## src/rtl/register_pipe.sv

```systemverilog
// register_pipe: DEPTH-stage valid/ready register chain for signed WIDTH-bit data.
// Each stage advances when it is empty or when the stage ahead of it advances,
// so bubbles collapse under a downstream stall. rst and clr both flush synchronously.

module register_pipe_stage #(
  parameter int WIDTH = 16
) (
  input  logic             clk,
  input  logic             flush,
  input  logic             en,
  input  logic             vin,
  input  logic [WIDTH-1:0] din,
  output logic             vout,
  output logic [WIDTH-1:0] dout
);
  // Valid follows the upstream slot on enable; data only moves with a valid word
  always_ff @(posedge clk) begin
    if (flush) begin
      vout <= 1'b0;
      dout <= '0;
    end else if (en) begin
      vout <= vin;
      if (vin) dout <= din;
    end
  end
endmodule

module register_pipe #(
  parameter int WIDTH = 16,
  parameter int DEPTH = 4
) (
  input  logic                       clk,
  input  logic                       rst,
  input  logic                       clr,
  input  logic                       s_valid,
  output logic                       s_ready,
  input  logic signed [WIDTH-1:0]    s_data,
  output logic                       m_valid,
  input  logic                       m_ready,
  output logic signed [WIDTH-1:0]    m_data,
  output logic [$clog2(DEPTH+1)-1:0] count
);
  localparam int CW = $clog2(DEPTH+1);

  // Index 0 is the upstream port; index i+1 is the output of stage i.
  logic [DEPTH:0]            vld_pipe;
  logic [DEPTH:0][WIDTH-1:0] dat_pipe;
  logic [DEPTH:0]            rdy;
  logic                      flush;

  assign flush       = rst | clr;
  assign vld_pipe[0] = s_valid;
  assign dat_pipe[0] = s_data;

  // Ready ripples back from the sink: a stage moves if empty or if the next one moves
  always_comb begin
    rdy        = '0;
    rdy[DEPTH] = m_ready;
    for (int i = DEPTH - 1; i >= 0; i--)
      rdy[i] = !vld_pipe[i+1] | rdy[i+1];
  end

  genvar g;
  generate
    for (g = 0; g < DEPTH; g++) begin : g_stage
      register_pipe_stage #(.WIDTH(WIDTH)) u_stage (
        .clk   (clk),
        .flush (flush),
        .en    (rdy[g]),
        .vin   (vld_pipe[g]),
        .din   (dat_pipe[g]),
        .vout  (vld_pipe[g+1]),
        .dout  (dat_pipe[g+1])
      );
    end
  endgenerate

  assign s_ready = rdy[0] & !rst & !clr;
  assign m_valid = vld_pipe[DEPTH];
  assign m_data  = dat_pipe[DEPTH];

  // Occupancy is a pure popcount of the stage valid flops
  always_comb begin
    count = '0;
    for (int i = 1; i <= DEPTH; i++)
      count = count + CW'(vld_pipe[i]);
  end
endmodule

```

## config.mk

```make
export PLATFORM = sky130hd
export DESIGN_NAME = register_pipe
export DESIGN_NICKNAME = d
export VERILOG_FILES = /design/src/rtl/register_pipe.sv
export SDC_FILE = /design/constraint.sdc
export NUM_CORES = 1
export LEC_CHECK = 0
export BUFFER_PORTS_ARGS = -buffer_cell sky130_fd_sc_hd__clkbuf_2
export CORE_MARGIN = 8
export CORE_UTILIZATION = 26
export DETAILED_ROUTE_END_ITERATION = 10
export GPL_TIMING_DRIVEN = 0
export HOLD_SLACK_MARGIN = 0.1
export SYNTH_ARGS = -nofsm -noshare
export SYNTH_HDL_FRONTEND = slang
export SYNTH_HIERARCHICAL = 1
export SYNTH_SLANG_ARGS = --single-unit
export TNS_END_PERCENT = 30
```

## constraint.sdc

```tcl
create_clock -name clk -period 2.3 [get_ports clk]
set_input_delay 0.46 -clock clk [delete_from_list [all_inputs] [get_ports clk]]
set_output_delay 0.46 -clock clk [all_outputs]
set_load 0.05 [all_outputs]
```

==> Yosys cells after proc, flatten, opt, wreduce, memory -nomap -nowiden <==
Cells that the tools add are included.
{ "totals": {"ff_bits": 68, "inputBits": 21, "output_inout_bits": 21} }
{ "classes": {"addsub": 3, "bitwise_logic": 7, "reduce_logical": 10} }
{ "ops": {"columns": ["op", "count"], "rows": [
  ["2-bit AND reduction", 4],
  ["1-bit logical NOT", 6],
  ["1-bit OR", 5],
  ["2-bit by 1-bit adder with 3-bit output", 1],
  ["3-bit by 1-bit adder with 3-bit output", 1],
  ["1-bit by 1-bit adder with 2-bit output", 1],
  ["1-bit bitwise AND", 2]
]} }

==> Depth between registers and ports, before layout <==
{ "logic_depth": {"ltp_word": 7, "ltp_mapped": 6, "mapped_depth_nobuf": 5} }

==> Cells and area by module <==
The synthesis kept the hierarchy.
{ "modules_own_cells": {"columns": ["module", "n_inst", "cells_per_inst", "area_per_inst_um2"], "rows": [
  ["register_pipe_stage", 4, 77, 789.5],
  ["register_pipe", 1, 15, 113.9]
]} }

==> Worst setup path before layout <==
OpenSTA, ideal clock, no wires.
{ "synth_path": {"kind": "flip-flop to output port", "from": "reg g_stage[3].u_stage.vout", "to": "out count[1]", "arrival_time_ps": 2048, "t_required_ps": 1840, "setup_slack_ps": -208, "stages_incl_launch_ff": 6, "n_path_buf": 0, "cell_sequence": "dfxtp_1 inv_1 fa_1 inv_1 ha_1 ha_1"} }
{ "synth_between": {"elab_chain_len": 1} }
{ "synth_lines": {"columns": ["element", "line_no", "text"], "rows": [
  ["start, declared", "13", "output logic vout,"],
  ["start signal, assigned", "22", "vout <= vin;"],
  ["3-bit by 1-bit adder with 3-bit output", "86", "count = count + CW'(vld_pipe[i]);"],
  ["end, declared", "41", "output logic [$clog2(DEPTH+1)-1:0] count"]
]} }
Every way passes these cells.

==> Worst setup path after layout <==
{ "layout_path": {"from": "reg g_stage[2].u_stage.vout", "to": "out count[1]"} }
{ "layout_between": {"elab_chain_len": 2} }
{ "layout_lines": {"columns": ["element", "line_no"], "rows": [
  ["start, declared", "13"],
  ["start signal, assigned", "22"],
  ["2-bit by 1-bit adder with 3-bit output", "86"],
  ["3-bit by 1-bit adder with 3-bit output", "86"]
]} }
Every way passes these cells.

==> metrics.md <==
| Metric | Value |
|---|---|
| Status | complete, but fails checks |
| Failing checks | negative setup slack |
| Final period utilization | 101% |
| Ant diodes | 0 |
| Placer Congestion | 0.680 |
| Setup TNS | -0.0148 ns |
| Post-DP HPWL | 5430 um |
| Worst EP arrival | 1.85 ns |
| Most frequent cells in the layout | nand3_1 (65), dfxtp_1 (65), a21bo_1 (52) |
| Critical path required time | 1.84 ns |
| DRT iter0 DRCs | 111 |
| Syn Nets | approximately 350 |
| Final Util | 33.2% |
| Final setup viols | 1 |
| Leakage power | roughly 1.5 nW |
| TritonCTS Buffers | 9 |
| Critical Path Start | g_stage[2].u_stage/vout$_SDFFE_PP0P_ |
| Remaining Overflow, GRT | 0 |
| Max Fclk | ~430 MHz |
| Die area | 0.0164 mm2 |
| Clk Latency, worst-skew pair | around 0.33 ns |
| Hold_sp | s_data[11] |
| Fin nets | 401 |
| First-pass GRT wire length | 12,900 um |
| Finished Cell Area | 0.00414 mm2 |
| Syn Area/Cell | slightly above 10 um2 |
| Maxcap violations | 0 |
| Core area | 0.0125 mm2 |
| Synthesized area | 0.00327 mm2 |
| Die Width | 128 um |
| CTS tree | done |
| Worst Path Max Fanout | 2 |
| DIE HEIGHT | approximately 130 um |
| Final hold vios | 0 |
| Remaining DRCs | 0 |
| Crit-path cells | inv_2 -> fa_1 -> inv_2 -> ha_4 -> ha_4 -> clkbuf_16 |
| Sink Count | 68 |
| Hold Crit Endpoint | g_stage[0].u_stage/dout[11]$_SDFFE_PP0P_ |
| Top-Level Pins | 42 |
| Largest net degree at the start of global routing | 13 |
| Placed Area | 0.00369 mm2 |
| Gr usage total | a little under 10% |
| Worst Setup Slack post-DPL | -0.00826 ns |
| Max Root-Sink Buffers | 2 |
| Post-route ant nets | 0 |
| TritonRoute pass-1 iters | 4 |
| Unrepaired setup endpoints after global routing | true |
| Actual slew at the worst max-slew pin | 0.339 ns |
| Crit Reg-Reg Endpoint | g_stage[0].u_stage/dout[0]$_SDFFE_PP0P_ |
| Starting Density | a little over a quarter |
| Wire per inst | ~13 um |
| DR vias | approximately 2,400 |
| Vias in the first global route | 2,595 |
| Hold path depth | 3 |
| Critical Path Source Type | flip-flop |
| PwrDens | 720 mW/mm2 |
| R2R depth | 7 |
| Max_slew headroom | roughly 77% |
| Syn Inst Count | 323 |
| Post-synth top area cell | dfxtp_1 |
| Vias per Instance | ~4.3 |
| Hold/Removal Path Class | input port to flip-flop |
| Reg clk slew, reported paths | roughly 0.060 ns |
| YS warnings | 6 |
| CTS root buf | clkbuf_16 |
| RR Startpoint | g_stage[3].u_stage/vout$_SDFFE_PP0P_ |
| Slowest stage delay, CP | roughly 0.54 ns |
| Port buffer count | 40 |
| Sequential fraction of the synthesis area | 41.6% |
| Synth top area cells | dfxtp_1 (42%), a21bo_1 (16%), nand3_1 (9.9%) |
| FP Rows | 41 |
| Max-slew violations | 0 |
| Initial antenna violation count | 0 |
| CP Class | flip-flop to primary output |
| Worst R2R Setup Slack | 0.66 ns |
| CTS Hold Bufs | 0 |
| Final WL | 7260 um |
| Slowest cell on crit path | fa_1 |
| Fraction of layout cells with a size suffix above 1 | 41.1% |
| Area grow syn2layout | 26.4% |
| Min Tclk post-route | 2.31 ns |
| PnR worst setup slack | -0.0148 ns |
| Final clock skew | just under 0.009 ns |
| CP endpoint kind | primary output |
| Post-synthesis register bit count | just under 70 |
| Synth top area share | 41.6% |
| Yosys cell types | 19 |
| H-tree Lvls | 3 |
| Hold Slack | 0.381 ns |
| Maximum VDD drop | roughly 0.34 mV |
==> worst max-delay path by stage <==
stage	to	slack, ns
floorplan	count[1]	0.04
global placement	count[1]	0.005
detailed placement	count[1]	-0.008
CTS	count[1]	-0.05
global route	count[1]	-0.06
finish	count[1]	-0.01
==> where the power goes <==
group | switching (mW) | internal, mW | total (mW)
Combinational | 0.0736 | 0.0483 | 0.122
Sequential | 0.00713 | 1.19 | 1.19
Clock | 0.494 | 1.17 | 1.66
Total | 0.575 | 2.40 | 2.98
==> logic make-up (layout without fill, tap and decap cells) <==
kind of cell	after synthesis	after routing	synth area share, %
buf+inv	46	105	10.6
fa+ha+maj	3	3	1.38
flops	68	68	41.6
simple gates	73	73	11.2
compound gates	129	129	34.0
mux	4	4	1.22
==> registers in the layout, summed over array words and instances, names as in the netlist <==
name                  flops
g_stage.u_stage/vout      4
g_stage.u_stage/dout     64
==> layer usage <==
| metal | global-route usage (%) | part of all wire (%) |
|---|---|---|
| met2 | 14.9 | 42 |
| met1 | 12.5 | 52 |
| met3 | 3.37 | 5.1 |
| met5 | 0 | 0 |
| met4 | 2.52 | 0.78 |
==> stage by stage <==
stage / power (mW) / std cells
3_5_place_dp: 1.34 / 535
4_1_cts: 3.01 / 554
6_report: 2.98 / 554
5_1_grt: 3.08 / 554
3_3_place_gp: 1.34 / 535
2_1_floorplan: 1.30 / 323
==> layout make-up <==
type                    instances  area, um2
well taps                     172        215
flip-flops and latches         68       1370
fillers                      1275       8330
plain buffers                  40        325
repair buffers                 43        248
clock buffers                  10        229
clock inverters                 6        136
multi-input cells             209       1590
inverters                       6       22.5
==> synthesized netlist by cell type (all sizes together) <==
master,n
inv,6
nor2,4
a21oi,64
fa,1
nand3,65
nand2,1
nand4,1
clkbuf,4
dfxtp,68
nor2b,1
buf,36
mux2i,4
ha,2
or2,1
a21bo,64
a41oi,1
==> worst max-delay path, delay by kind of cell (launching register included) <==
family | cells | cell delay, ns
fa+ha+maj | 3 | 0.95
buf+inv | 3 | 0.24
flops | 1 | 0.35
==> timing repair <==
item | 4_1_cts | 5_1_grt
resized for setup | 15 | 2
setup endpoints to repair | 3 | 3
pin swaps | 2 | 0
cloned | 0 | 0
buffers inserted | 3 | 0
Power figures use the tool's default switching activity.
